**src/rtl/uart_tx_queue.sv**
```systemverilog
// rtl/uart_tx_queue.sv - byte FIFO with launch FSM feeding a UART transmitter
//
// Buffers bytes written in bursts and releases them one at a time to the
// transmitter as a one-cycle start pulse with the data held stable until the
// transmitter reports done (or the done timeout expires).
//
// Ports:
//   i_Clk       system clock, rising edge
//   i_Rst       asynchronous active-low reset
//   i_Wr        write strobe, one byte per cycle
//   i_WrData    byte to enqueue
//   i_ClrOvf    clears sticky o_Overflow
//   i_TxReady   transmitter idle/ready level
//   i_TxDone    transmitter one-cycle done pulse
//   o_fTx       one-cycle start pulse to the transmitter
//   o_TxData    byte being sent, stable from o_fTx until back in IDLE
//   o_Full      FIFO holds 2^ADDR_W bytes
//   o_Empty     FIFO holds no bytes
//   o_Count     current occupancy
//   o_Overflow  sticky: a write was dropped
//   o_TxErr     one-cycle pulse: done timeout expired
//   o_Busy      launch FSM not idle
module uart_tx_queue #(
  parameter int ADDR_W = 4,
  parameter int TMO_W  = 20
) (
  input  logic              i_Clk,
  input  logic              i_Rst,
  input  logic              i_Wr,
  input  logic [7:0]        i_WrData,
  input  logic              i_ClrOvf,
  input  logic              i_TxReady,
  input  logic              i_TxDone,
  output logic              o_fTx,
  output logic [7:0]        o_TxData,
  output logic              o_Full,
  output logic              o_Empty,
  output logic [ADDR_W:0]   o_Count,
  output logic              o_Overflow,
  output logic              o_TxErr,
  output logic              o_Busy
);

  localparam int DEPTH = 1 << ADDR_W;
  localparam logic [ADDR_W:0] FULL_CNT = (ADDR_W + 1)'(DEPTH);

  typedef enum logic [1:0] {S_IDLE, S_SEND, S_WAIT} state_e;

  state_e             state_q, state_d;
  logic [7:0]         mem_q [DEPTH];
  logic [ADDR_W-1:0]  wr_ptr_q, rd_ptr_q;
  logic [ADDR_W:0]    count_q, count_d;
  logic [7:0]         tx_data_q;
  logic               ovf_q, ovf_d;
  logic               err_q, err_d;
  logic [TMO_W-1:0]   tmo_q, tmo_d;
  logic [TMO_W-1:0]   tmo_inc;
  logic               full, empty, wr_acc, pop;

  assign full    = (count_q == FULL_CNT);
  assign empty   = (count_q == '0);
  // Full is judged on the registered count, so a same-cycle pop never
  // rescues a write into a full FIFO.
  assign wr_acc  = i_Wr && !full;
  assign tmo_inc = tmo_q + 1'b1;

  always_comb begin
    state_d = state_q;
    pop     = 1'b0;
    tmo_d   = tmo_q;
    err_d   = 1'b0;
    case (state_q)
      S_IDLE: begin
        if (!empty && i_TxReady) begin
          pop     = 1'b1;
          state_d = S_SEND;
        end
      end
      S_SEND: begin
        state_d = S_WAIT;
        tmo_d   = '0;
      end
      S_WAIT: begin
        tmo_d = tmo_inc;
        // Done takes priority over a coinciding timeout.
        if (i_TxDone) begin
          state_d = S_IDLE;
        end else if (&tmo_inc) begin
          state_d = S_IDLE;
          err_d   = 1'b1;
        end
      end
      default: state_d = S_IDLE;
    endcase
  end

  always_comb begin
    count_d = count_q;
    case ({wr_acc, pop})
      2'b10:   count_d = count_q + 1'b1;
      2'b01:   count_d = count_q - 1'b1;
      default: count_d = count_q;
    endcase
    // Set wins over a simultaneous clear.
    ovf_d = ovf_q;
    if (i_Wr && full) begin
      ovf_d = 1'b1;
    end else if (i_ClrOvf) begin
      ovf_d = 1'b0;
    end
  end

  always_ff @(posedge i_Clk or negedge i_Rst) begin
    if (!i_Rst) begin
      state_q   <= S_IDLE;
      wr_ptr_q  <= '0;
      rd_ptr_q  <= '0;
      count_q   <= '0;
      tx_data_q <= 8'h00;
      ovf_q     <= 1'b0;
      err_q     <= 1'b0;
      tmo_q     <= '0;
    end else begin
      state_q <= state_d;
      count_q <= count_d;
      ovf_q   <= ovf_d;
      err_q   <= err_d;
      tmo_q   <= tmo_d;
      if (wr_acc) begin
        wr_ptr_q <= wr_ptr_q + 1'b1;
      end
      if (pop) begin
        rd_ptr_q  <= rd_ptr_q + 1'b1;
        tx_data_q <= mem_q[rd_ptr_q];
      end
    end
  end

  // Storage needs no reset; reset clears the pointers, which discards it.
  always_ff @(posedge i_Clk) begin
    if (wr_acc) begin
      mem_q[wr_ptr_q] <= i_WrData;
    end
  end

  // Start pulse decoded from state so an async reset drops it at once.
  assign o_fTx      = (state_q == S_SEND);
  assign o_TxData   = tx_data_q;
  assign o_Full     = full;
  assign o_Empty    = empty;
  assign o_Count    = count_q;
  assign o_Overflow = ovf_q;
  assign o_TxErr    = err_q;
  assign o_Busy     = (state_q != S_IDLE);

endmodule

```
**config.mk**
```make
export PLATFORM = sky130hd
export DESIGN_NAME = uart_tx_queue
export DESIGN_NICKNAME = d
export VERILOG_FILES = /design/src/rtl/uart_tx_queue.sv
export SDC_FILE = /design/constraint.sdc
export NUM_CORES = 1
export LEC_CHECK = 0
export ABC_AREA = 1
export CORE_MARGIN = 4
export CORE_UTILIZATION = 65
export DETAILED_ROUTE_END_ITERATION = 8
export PLACE_DENSITY = 0.81
export SETUP_SLACK_MARGIN = 0.4
export SYNTH_ARGS = -nofsm -noshare
export SYNTH_HDL_FRONTEND = slang
export SYNTH_SLANG_ARGS = --single-unit
export TNS_END_PERCENT = 5
```
**constraint.sdc**
```tcl
create_clock -name i_Clk -period 6.35 [get_ports i_Clk]
set_input_delay 0.635 -clock i_Clk [delete_from_list [all_inputs] [get_ports i_Clk]]
set_output_delay 0.635 -clock i_Clk [all_outputs]
set_load 0.02 [all_outputs]
```
==> Word level (Yosys, flattened, before mapping) <==
Memory sizes are Yosys's and may differ from the RTL's. A register that Yosys moved wholly into a read port is not among the register bits.
Cells that the tools add are included.
{ "op_classes": {"add_sub_neg": 5, "mul": 0, "div": 0, "order_cmp": 0, "eq_ne": 7, "n_shift": 0, "n_mux": 15, "n_bitwise": 0, "reduce_logical": 14} }
{ "ops": {"columns": ["operator", "count"], "rows": [
  ["$pmux 20 s2", 1],
  ["$add 20x1->20 const B", 1],
  ["$reduce_and 20->1", 1],
  ["$pmux 5 s2", 1],
  ["$mux 1", 9],
  ["$add 4x1->4 const B", 2],
  ["$reduce_bool 2->1", 4],
  ["$mux 2", 3],
  ["$pmux 2 s3", 1],
  ["$add 5x1->5 const B", 1],
  ["$eq 5x5->1 const B", 1],
  ["$logic_not 5->1", 1],
  ["$sub 5x1->5 const B", 1],
  ["$eq 2x1->1 const B", 2],
  ["$eq 2x2->1 const B", 2],
  ["$logic_and 1x1->1", 3],
  ["$logic_not 1->1", 3],
  ["$ne 3x3->1 const B", 1],
  ["$logic_not 2->1", 1],
  ["$ne 2x2->1 const B", 1],
  ["$reduce_and 2->1", 1]
]} }
{ "totals": {"reg_bits": 37, "latchBits": 0, "mem_bits_rw": 128, "romBits": 0, "inputBits": 14, "out_inout_bits": 19, "word_cells": 49, "mem_count": 1} }
{ "mem_list": {"columns": ["name", "depth", "width", "read_ports", "rd_ports_with_merged_regs", "write_ports", "line_no", "source"], "rows": [
  ["mem_q", 16, 8, 1, 1, 1, "50", "logic [7:0] mem_q [DEPTH];"]
]} }

==> Logic depth before layout (Yosys ltp) <==
{ "depth": {"ltp_word": 7, "ltp_mapped": 16, "mapped_depth_nobuf": 16} }

==> Worst setup path before layout <==
OpenSTA, ideal clock, no wires.
{ "synth_timing": {"kind": "reg-to-reg", "from": "reg count_q[1] (netlist: o_Count[1])", "to": "reg count_q[4] (netlist: o_Count[4])", "setup_ns": 0.132, "arrival_time_ns": 2.398, "slack_ns": 3.819, "stages_incl_launch_ff": 15, "path_cell_list": "dfrtp_1 -> nor4_1 -> nand2_1 -> nand2_1 -> nor2_1 -> clkbuf_1 -> ha_1 -> ha_1 -> nand2_1 -> nor2_1 -> a211oi_1 -> nand2_1 -> nand2_1 -> nor2_1 -> xor2_1"} }
{ "synth_between": {"elab_chain_len": 7, "word_cells_on_any_way": 14, "cone_classes": "add/sub: 2; eq/ne: 3; mux: 3; reduce/logical: 6"} }
{ "synth_lines": {"columns": ["item", "line_no", "source"], "rows": [
  ["from (decl)", "52", "logic [ADDR_W:0] count_q, count_d;"],
  ["from (signal assigned)", "125", "count_q <= count_d;"],
  ["$logic_not 5->1 *", "61", "assign empty = (count_q == '0);"],
  ["$logic_not 1->1 *", "74", "if (!empty && i_TxReady) begin"],
  ["$logic_and 1x1->1 *", "74", null],
  ["$mux 1 *", "74", null],
  ["$mux 1 *", "72", "case (state_q)"],
  ["named net pop", "58", "logic full, empty, wr_acc, pop;"],
  ["$eq 2x1->1 / $eq 2x2->1 (equally long branches)", "99", "case ({wr_acc, pop})"],
  ["$pmux 5 s2 / $reduce_bool 2->1 (equally long branches)", null, null]
]} }
Mark *: on every way through the listed nets, which the timed path passes. The rest lies on a longest branch.
A chain may end at the register's enable or synchronous reset.

==> Worst setup path in the final report <==
{ "layout_timing": {"from": "reg count_q[1] (netlist: o_Count[1])", "to": "out o_Full"} }
{ "layout_between": {"elab_chain_len": 1} }
{ "layout_lines": {"columns": ["item", "line_no", "source"], "rows": [
  ["$eq 5x5->1", "60", "assign full = (count_q == FULL_CNT);"],
  ["to (decl)", "36", "output logic o_Full,"]
]} }
Every way passes these cells.

==> results.py <==
metrics = {
    "setup_path": {
        "max_stage_delay_ps": 610,
        "arrival_ps": 2110,
        "crit_type": "flop to primary output",
        "crit_slowest_cell": "clkdlybuf4s50_1",
        "cp.buffers_inverters": 2,
        "r2r_slack_ps": 3650,
        "crit_family": "buffers and inverters",
        "start_kind": "flop",
        "crit_fanout": 5,
        "critical_path.cell_chain": "nor4_1 -> nand2_1 -> inv_1 -> clkdlybuf4s50_1",
        "end_kind": "primary output",
        "cp.required_ps": 5710,
    },
    "power_and_ir_drop": {
        "powerDensity_nw_per_um2": 425,
        "peakVddDrop_mv": 0.445,
        "power_uw": 3650,
        "p_leak_uw": 0.00312,
    },
    "global_route": {
        "grt_max_degree": 67,
        "grt.total_usage_pct": 25.9,
        "grt_pass1_wl_um": 26100,
        "antenna_found_initial": 0,
        "overflow": 0,
        "grt_pass1_vias": 5151,
    },
    "timing": {
        "timing.fmax_mhz": 364,
        "min_period_over_period_pct": 43.2,
        "final_hold_viol_count": 0,
        "relSlewSlack_pct": 29.7,
        "drv_slew": 0,
        "fin_worst_skew_ps": 10.1,
        "final-setup-viol-count": 0,
        "fin_ws_ps": 3600,
        "worstMarginPinSlew_ps": 1050,
        "min_period_ps": 2750,
        "rsz0062_at_grt": "no",
        "setup_tns_ps": 0,
        "holdWs_ps": 402,
    },
    "yosys": {
        "synthesis.instances": 704,
        "synth-adder-area-share_pct": 2.72,
        "netlist_area_um2": 7640,
        "synth_warnings": 0,
        "synthXorXnorAreaFrac_pct": 1.15,
        "synth-seq-area-share_pct": 65.1,
        "synth_cell_types": 36,
        "synth_mux_area_share_pct": 0,
        "synthSimpleGateAreaFrac_pct": 15.1,
        "ys_ff_latch": 173,
        "synth_compound_area_share_pct": 11.7,
        "synth_nets": 734,
        "postSynthAreaPerCell_um2": 10.8,
        "synth_top_family_by_area": "simple AND/OR/NAND/NOR gates",
    },
    "drt": {
        "drc": 0,
        "viasPerCell": 6.02,
        "wl_per_cell_um": 18.8,
        "drt-total-wl_um": 16700,
        "dr.pass1.iters": 6,
        "route.vias.total": 5338,
        "drtIter0Drc": 697,
        "final_antenna_net_count": 0,
    },
    "finish": {
        "nets": 760,
        "antennaDiodeCount": 0,
        "fill_cells": 755,
        "seqCellArea_um2": 4970,
        "drive_gt1_share_pct": 8.34,
        "multi_input_area_um2": 2340,
        "area_growth_pct": 12.5,
        "fin_area_um2": 8590,
    },
    "clock_network": {
        "cts_inserted_buffers": 17,
        "cts_buffer_depth": 2,
        "tritoncts": "done",
        "insertion_delay_ps": 430,
        "htreeDepth": 4,
        "holdBufCountCts": 0,
        "cts_setup_buffers": 0,
        "clock_sinks": 173,
        "clockRootBuffer": "clkbuf_16",
        "ctsResizeCount": 0,
        "cts.clk_slew.worst_paths_ps": 60,
    },
    "placement": {
        "dp_hpwl_um": 10600,
        "pre_cts_slack_ps": 3490,
        "gp_congestion": 0.838,
        "port-buffer-count": 32,
        "placed_cell_area_um2": 8050,
    },
    "die": {
        "io_pins": 33,
        "start_util_pct": 66.6,
        "core_area_um2": 11500,
        "die-area_um2": 13500,
        "rows": 39,
        "die_x_um": 116,
        "die_y_um": 116,
    },
    "flow_run": {
        "cap_viol_max_count": 0,
    },
    "run_status": {
        "status": "finished clean",
    },
    "worst_hold_path": {
        "hold_class": "input port to asynchronous set/reset pin",
    },
}
[Yosys cell counts]
library cell,instances,share of area [%]
edfxtp_1,128,50
nor2_1,109,5.4
nand2_1,98,4.8
o21ai_0,83,5.4
inv_1,54,2.7
dfrtp_1,45,15
o22ai_1,26,2.1
clkbuf_1,25,1.2
nand3_1,25,1.6
o221ai_1,17,1.9
ha_1,15,2.5
nand2_2,11,0.90
o211ai_1,10,0.98
nand4_1,8,0.66
xor2_1,8,0.92
nor2_2,7,0.57
o21a_1,5,0.49
o21ai_1,4,0.26
nor2_4,3,0.44
nor3_1,3,0.20
a21oi_1,2,0.13
buf_1,2,0.098
inv_2,2,0.098
xnor2_1,2,0.23
a211oi_1,1,0.098
a22o_2,1,0.13
a31oi_1,1,0.082
buf_2,1,0.065
clkinv_1,1,0.049
clkinv_2,1,0.065
fa_1,1,0.26
nand3_2,1,0.13
nand3b_1,1,0.098
nor3_2,1,0.13
nor4_1,1,0.082
or2_2,1,0.082
[registers in the layout, summed over array words and instances, names as in the netlist]
signal	cells
mem_q	128
tmo_q	20
o_TxData	8
o_Count	5
rd_ptr_q	4
wr_ptr_q	4
state_q	2
o_Overflow	1
o_TxErr	1
[area by class of cell]
class	count	share of cell area, %
Inverter	58	2.55
Multi-Input combinational cell	445	27.3
Clock buffer	18	4.99
Tap cell	143	2.08
Clock inverter	14	1.34
Sequential cell	173	57.8
Timing Repair Buffer	35	3.93
[cell families (layout without fill, tap and decap cells)]
| logic type | count (synthesis) | in the layout |
|---|---|---|
| flops | 173 | 173 |
| xor+xnor | 10 | 10 |
| buf+inv | 86 | 125 |
| simple gates | 269 | 269 |
| compound gates | 150 | 150 |
| fa+ha+maj | 16 | 16 |
[layer usage]
metal	vias to the layer above	track usage, %	routed length, um
li1	2519	-	-
met1	2586	34.9	6960
met2	210	42.2	8240
met3	23	5.65	1170
met4	0	8.97	293
met5	-	0	0
[where the power goes]
group	switching, uW	internal, uW	leakage [uW]
combinational	795	389	0.00111
sequential	119	1380	0.00173
clock	429	540	0.000274
[worst register-to-register path: cells and delay by family (launching register included)]
| family | cells | cell delay [ps] |
|---|---|---|
| xor+xnor | 1 | 130 |
| compound gates | 1 | 220 |
| flops | 1 | 430 |
| fa+ha+maj | 2 | 600 |
| buf+inv | 1 | 200 |
| simple gates | 9 | 1000 |
[through the flow]
step | utilization [%] | instances
6_report | 74.9 | 886
3_3_place_gp | 70.2 | 854
2_1_floorplan | - | 704
3_5_place_dp | 70.2 | 854
5_1_grt | 74.9 | 886
4_1_cts | 74.9 | 886
[placed cells by master (no fill, tap or decap), drive strengths merged, types with 4 or more instances in the layout]
cell type        n
edfxtp         128
nor2           119
nand2          109
o21ai           87
inv             61
dfrtp           45
clkdlybuf4s50   31
o22ai           26
nand3           26
clkbuf          18
o221ai          17
ha              15
o211ai          10
clkinv          10
nand4            8
xor2             8
o21a             5
nor3             4
buf              4
[path summary, 6_finish.rpt]
path                        startpoint          end  cells after the start
setup reg to reg            o_Count[1]   o_Count[4]                     14
min in group i_Clk         o_TxData[5]  o_TxData[5]                      2
hold / removal                   i_Rst    tmo_q[16]                      1
setup / recovery            o_Count[1]       o_Full                      4
hold reg to reg            o_TxData[5]  o_TxData[5]                      2
max in group asynchronous        i_Rst  rd_ptr_q[0]                      1
No activity file was read; power rests on OpenSTA's default activity.
